**src/rtl/cc_tag_comparator.sv**
```systemverilog
// Cache controller lookup stage: reads the tag/data SRAMs for each accepted
// read request, pushes a hit flag (and the line on a hit) toward the data
// reorder unit, and forwards misses to the miss handler.
// Optional feature macro: CC_HIT_UNDER_MISS_EN -- when defined the stage
// returns to IDLE right after the miss handshake instead of waiting for the
// line fill (miss_done_i is then unused).
//
// state        | meaning
// -------------+---------------------------------------------------------
// ST_IDLE      | ready for a request (subject to FIFO almost-full)
// ST_COMPARE   | SRAM data valid; compare tag, push flag (and line on hit)
// ST_MISS_REQ  | presenting the line address to the miss handler
// ST_MISS_WAIT | waiting for the line fill to complete (default build only)
module cc_tag_comparator #(
    parameter  int IDX_WIDTH = 9,
    localparam int TAG_WIDTH = 32 - 6 - IDX_WIDTH
) (
    input  logic                 clk,
    input  logic                 rst,
    input  logic [31:0]          inct_araddr_i,
    input  logic                 inct_arvalid_i,
    output logic                 inct_arready_o,
    output logic                 tag_sram_rden_o,
    output logic [IDX_WIDTH-1:0] tag_sram_raddr_o,
    input  logic [TAG_WIDTH:0]   tag_sram_rdata_i,
    output logic                 data_sram_rden_o,
    output logic [IDX_WIDTH-1:0] data_sram_raddr_o,
    input  logic [511:0]         data_sram_rdata_i,
    input  logic                 hit_flag_fifo_afull_i,
    output logic                 hit_flag_fifo_wren_o,
    output logic                 hit_flag_fifo_wdata_o,
    input  logic                 hit_data_fifo_afull_i,
    output logic                 hit_data_fifo_wren_o,
    output logic [517:0]         hit_data_fifo_wdata_o,
    output logic                 miss_req_valid_o,
    input  logic                 miss_req_ready_i,
    output logic [31:0]          miss_addr_o,
    input  logic                 miss_done_i
);

`ifdef CC_HIT_UNDER_MISS_EN
    typedef enum logic [1:0] {
        ST_IDLE     = 2'd0,
        ST_COMPARE  = 2'd1,
        ST_MISS_REQ = 2'd2
    } state_t;
`else
    typedef enum logic [1:0] {
        ST_IDLE      = 2'd0,
        ST_COMPARE   = 2'd1,
        ST_MISS_REQ  = 2'd2,
        ST_MISS_WAIT = 2'd3
    } state_t;
`endif

    state_t      state_q;
    state_t      state_d;
    logic [25:0] req_line_q;     // araddr[31:6] of the request in flight
    logic [5:0]  req_off_q;
    logic        miss_valid_q;
    logic [31:0] miss_addr_q;

    logic        accept;
    logic        tag_hit;
    logic        in_compare;
    logic        miss_hs;

`ifdef CC_HIT_UNDER_MISS_EN
    logic        unused_miss_done;
    assign unused_miss_done = miss_done_i;
`endif

    // Tag compare against the registered request; SRAM output is valid in COMPARE.
    always_comb begin
        tag_hit    = tag_sram_rdata_i[TAG_WIDTH] &
                     (tag_sram_rdata_i[TAG_WIDTH-1:0] == req_line_q[25:IDX_WIDTH]);
        in_compare = (state_q == ST_COMPARE) && !rst;
        miss_hs    = miss_valid_q & miss_req_ready_i;
    end

    // Next-state and handshake/strobe outputs; afull is only looked at in IDLE.
    always_comb begin
        state_d               = state_q;
        inct_arready_o        = 1'b0;
        accept                = 1'b0;
        tag_sram_rden_o       = 1'b0;
        data_sram_rden_o      = 1'b0;
        tag_sram_raddr_o      = '0;
        data_sram_raddr_o     = '0;
        hit_flag_fifo_wren_o  = 1'b0;
        hit_flag_fifo_wdata_o = 1'b0;
        hit_data_fifo_wren_o  = 1'b0;
        hit_data_fifo_wdata_o = '0;

        inct_arready_o = (state_q == ST_IDLE) && !hit_flag_fifo_afull_i &&
                         !hit_data_fifo_afull_i && !rst;
        accept         = inct_arready_o & inct_arvalid_i;

        if (accept) begin
            tag_sram_rden_o   = 1'b1;
            data_sram_rden_o  = 1'b1;
            tag_sram_raddr_o  = inct_araddr_i[6 +: IDX_WIDTH];
            data_sram_raddr_o = inct_araddr_i[6 +: IDX_WIDTH];
        end

        if (in_compare) begin
            hit_flag_fifo_wren_o  = 1'b1;
            hit_flag_fifo_wdata_o = tag_hit;
            if (tag_hit) begin
                hit_data_fifo_wren_o  = 1'b1;
                hit_data_fifo_wdata_o = {req_off_q, data_sram_rdata_i};
            end
        end

        case (state_q)
            ST_IDLE: begin
                if (accept) state_d = ST_COMPARE;
            end
            ST_COMPARE: begin
                state_d = tag_hit ? ST_IDLE : ST_MISS_REQ;
            end
            ST_MISS_REQ: begin
`ifdef CC_HIT_UNDER_MISS_EN
                if (miss_hs) state_d = ST_IDLE;
`else
                if (miss_hs) state_d = ST_MISS_WAIT;
            end
            ST_MISS_WAIT: begin
                if (miss_done_i) state_d = ST_IDLE;
`endif
            end
            default: state_d = ST_IDLE;
        endcase
    end

    // State, request capture and registered miss interface.
    always_ff @(posedge clk) begin
        if (rst) begin
            state_q      <= ST_IDLE;
            req_line_q   <= '0;
            req_off_q    <= '0;
            miss_valid_q <= 1'b0;
            miss_addr_q  <= '0;
        end else begin
            state_q      <= state_d;
            miss_valid_q <= (state_d == ST_MISS_REQ);
            if (accept) begin
                req_line_q <= inct_araddr_i[31:6];
                req_off_q  <= inct_araddr_i[5:0];
            end
            if ((state_q == ST_COMPARE) && !tag_hit) begin
                miss_addr_q <= {req_line_q, 6'b0};
            end
        end
    end

    assign miss_req_valid_o = miss_valid_q;
    assign miss_addr_o      = miss_addr_q;

endmodule

```
**config.mk**
```make
export PLATFORM = sky130hd
export DESIGN_NAME = cc_tag_comparator
export DESIGN_NICKNAME = d
export VERILOG_FILES = /design/src/rtl/cc_tag_comparator.sv
export SDC_FILE = /design/constraint.sdc
export NUM_CORES = 1
export LEC_CHECK = 0
export ABC_AREA = 1
export CAP_MARGIN = 5
export CELL_PAD_IN_SITES_DETAIL_PLACEMENT = 1
export CELL_PAD_IN_SITES_GLOBAL_PLACEMENT = 1
export CORE_AREA = 2 2 451 453
export CTS_CLUSTER_SIZE = 24
export DETAILED_ROUTE_END_ITERATION = 12
export DIE_AREA = 0 0 453 455
export PLACE_DENSITY = 0.4
export SYNTH_ARGS = -nofsm -noshare
export SYNTH_HDL_FRONTEND = slang
export SYNTH_SLANG_ARGS = --single-unit
```
**constraint.sdc**
```tcl
create_clock -name clk -period 3.7 [get_ports clk]
set_input_delay 0.74 -clock clk [delete_from_list [all_inputs] [get_ports clk]]
set_output_delay 0.74 -clock clk [all_outputs]
set_load 0.1 [all_outputs]
```
==> impl_metrics.tcl <==
set metrics [dict create \
    grt_max_degree 58 \
    vias 13700 \
    critical_path_depth 12 \
    drtIter0Drc 400 \
    cp.required_ns 2.96 \
    vdd_drop_max_mv 0.207 \
    drc 0 \
    cp_slowest_cell "clkdlybuf4s15_2" \
    rows 165 \
    ys_seq_area_share_pct 17.6 \
    hold_path_depth 2 \
    numCtsBuffers 9 \
    critPathArrivalTime_ns 2.89 \
    area_growth_syn_to_layout_pct 337 \
    run_status "finished clean" \
    dieHeight_um 455 \
    cts_buffer_depth 2 \
    die-area_um2 206000 \
    start_util_pct 3.45 \
    timing.rr.end "req_line_q[23]$_SDFFE_PP0N_" \
    swShare_pct 35.3 \
    wl_per_cell_um 25.9 \
    seqPwrFrac_pct 24.0 \
    ant_nets 0 \
    slew_violations 0 \
    synth_cells 1518 \
    combPwrFrac_pct 42.9 \
    tightest_slew_ns 1.04 \
    firstDrtPassIters 4 \
    path_buf_inv 8 \
    p_sw_w 0.00101 \
    slew-limit-headroom_pct 30.7 \
    grtUsageTotal_pct 12.9 \
    leakage_nw 12.7 \
    rrSetupSlack_ns 1.44 \
    worstPathCellList "clkdlybuf4s15_2 -> xnor2_2 -> buf_4 -> nor3b_4 -> nand4_1 -> buf_4 -> buf_12 -> buf_12 -> buf_16 -> buf_4 -> nor2_4 -> buf_12" \
    cts_root_buf "clkbuf_16" \
    holdBufCountCts 0 \
    placed_cells 5331 \
    crit_path_start_kind "input pin" \
    crit_start "tag_sram_rdata_i[4]" \
    gr-total-overflow 0 \
    period_needed_ns 3.63 \
    fin_crit_sh_pct 98.1 \
    ys_ff_latch 61 \
    p_int_w 0.00185 \
    fmax_mhz 275 \
    hold_class "reg2reg" \
    cts_tree "done" \
    layout-drive-gt1-share_pct 47.0 \
    clk_latency_ns 0.37 \
    crit_end "hit_data_fifo_wdata_o[18]" \
    cpPeakStageDelay_ns 0.24 \
    io_pins 1144 \
    ff2ff_path_depth 7 \
    grt_pass1_wl_um 169000 \
    netlist_area_um2 6950 \
    setup_viol 0 \
    core_um2 201000 \
    power_w 0.00286 \
    clock-sinks 61 \
    dp_hpwl_um 129000 \
    p_per_area_nw_per_um2 94.2 \
    ys.warnings.count 0 \
    place_congestion 0.796 \
    fin_nets 3263 \
    cp-end-kind "primary output" \
    critPathMaxFanout 8 \
    hold_viol 0 \
    critPathKind "in2out" \
    path_clk_slew_ns 0.06 \
    syn_avg_cell_area_um2 4.58 \
    antenna_found_initial 151 \
    crit_family "buffers and inverters" \
    drt-total-wl_um 139000 \
    r2r-start "state_q[0]$_SDFF_PP0_" \
    synth.distinct_cells 21 \
    port_buffers 1137 \
    via_per_inst 2.54 \
    skew_ns 0.0167 \
    drv_cap 0 \
    die_width_um 453 \
    clkPwrFrac_pct 33.1 \
    final_cell_count_no_fill 5383 \
    grt_pass1_vias 14100 \
    cts_max_level 3 \
]
tightest hold or removal path, delay by kind of cell (launching register included):
family          cells  cell delay (ns)
compound gates      1             0.05
flops               1             0.31
simple gates        1             0.06
flip-flops by register name, indices dropped and copies added, names as in the netlist:
register          cells
miss_req_valid_o      1
req_line_q           26
miss_addr_o          26
state_q               2
req_off_q             6
stage by stage:
step	hold WS (ns)	area [um2]	util [%]	worst slack (ns)	TNS, ns
5_1_grt	0.490	30300	15.1	-0.00837	-0.0179
2_1_floorplan	0.430	8480	-	-0.144	-0.441
6_report	0.471	30400	15.1	0.0695	0
3_5_place_dp	0.459	29000	14.4	-0.559	-202.68
3_3_place_gp	0.451	29000	14.4	-0.599	-228.33
4_1_cts	0.470	30200	15.0	-0.0377	-0.245
logic make-up after synthesis:
family	after synthesis	share of synthesized area [%]
buf+inv	671	37.6
other cells	1	0.0540
xor+xnor	3	0.378
simple gates	722	39.9
compound gates	60	4.41
flops	61	17.6
routing by layer:
layer / GRT usage [%] / vias to the layer above / routed length (um)
li1: - / 6376 / -
met1: 15.9 / 6224 / 57700
met2: 21.7 / 742 / 66100
met3: 5.39 / 282 / 13100
met4: 0.938 / 30 / 2250
met5: 0 / - / 196
power by group through the flow:
stage | clock (W) | sequential [W] | combinational, W
global route | 0.00102 | 0.000688 | 0.00132
floorplan | 0 | 0.000746 | 0.000310
CTS | 0.000989 | 0.000686 | 0.00125
global placement | 0 | 0.000699 | 0.00122
finish | 0.000947 | 0.000686 | 0.00123
detailed placement | 0 | 0.000700 | 0.00122
Yosys cell counts:
cell	instances	area [um2]
nor3b_1	1	7.51
buf_4	17	128
a41oi_1	1	8.76
o211ai_1	1	7.51
nor3_1	3	15.0
nor2_1	587	2200
nor2_4	1	11.3
buf_2	26	130
xnor2_1	3	26.3
nand3_1	30	150
dfxtp_1	61	1220
conb_1	1	3.75
inv_2	5	18.8
a21oi_1	34	170
nand4_1	5	31.3
clkbuf_1	40	150
o21ai_0	24	120
inv_1	572	2150
clkinv_1	2	7.51
nand2_1	95	357
buf_1	9	33.8
cell usage in the layout, fill, tap and decap left out, types with 4 or more instances in the layout:
cell type	Yosys	final
a21oi_1	34	34
buf_12	0	559
buf_16	0	12
buf_4	17	82
buf_6	0	13
bufbuf_16	0	5
clkbuf_16	0	10
clkbuf_2	0	7
clkdlybuf4s15_2	0	4
clkdlybuf4s50_1	0	560
clkinvlp_4	0	12
conb_1	1	6
dfxtp_1	61	61
diode_2	0	12
dlygate4sd2_1	0	6
inv_1	572	561
inv_2	5	5
nand2_1	95	67
nand2_2	0	25
nand3_1	30	29
nand4_1	5	5
nor2_1	587	73
nor2_2	0	430
nor2_4	1	85
o21ai_0	24	23
what timing repair did:
| action | CTS | global route |
|---|---|---|
| gates resized for setup | 144 | 42 |
| endpoints found under the setup margin | 520 | 378 |
| pin swaps | 12 | 13 |
| setup buffers | 10 | 4 |
| cloned | 11 | 1 |
cell type report:
cell class                      count  area, um2
Fill cell                       23500     171000
Sequential cell                    61       1220
Multi-Input combinational cell    791       4990
Antenna cell                       12       30.0
Tap cell                         2672       3340
Inverter                          579       2230
Clock buffer                        9        225
Timing Repair Buffer             1252      18200
Clock inverter                      7       80.1
worst min-delay path by stage:
stage	startpoint	to
after floorplan	req_off_q[5]$_SDFFE_PP0N_	req_off_q[5]$_SDFFE_PP0N_
after global placement	miss_addr_o[6]$_SDFFE_PP0P_	miss_addr_o[6]$_SDFFE_PP0P_
after detailed placement	req_line_q[0]$_SDFFE_PP0N_	req_line_q[0]$_SDFFE_PP0N_
after CTS	req_line_q[0]$_SDFFE_PP0N_	req_line_q[0]$_SDFFE_PP0N_
after global routing	req_line_q[4]$_SDFFE_PP0N_	req_line_q[4]$_SDFFE_PP0N_
final	req_line_q[4]$_SDFFE_PP0N_	req_line_q[4]$_SDFFE_PP0N_
No activity file was read; power rests on OpenSTA's default activity.
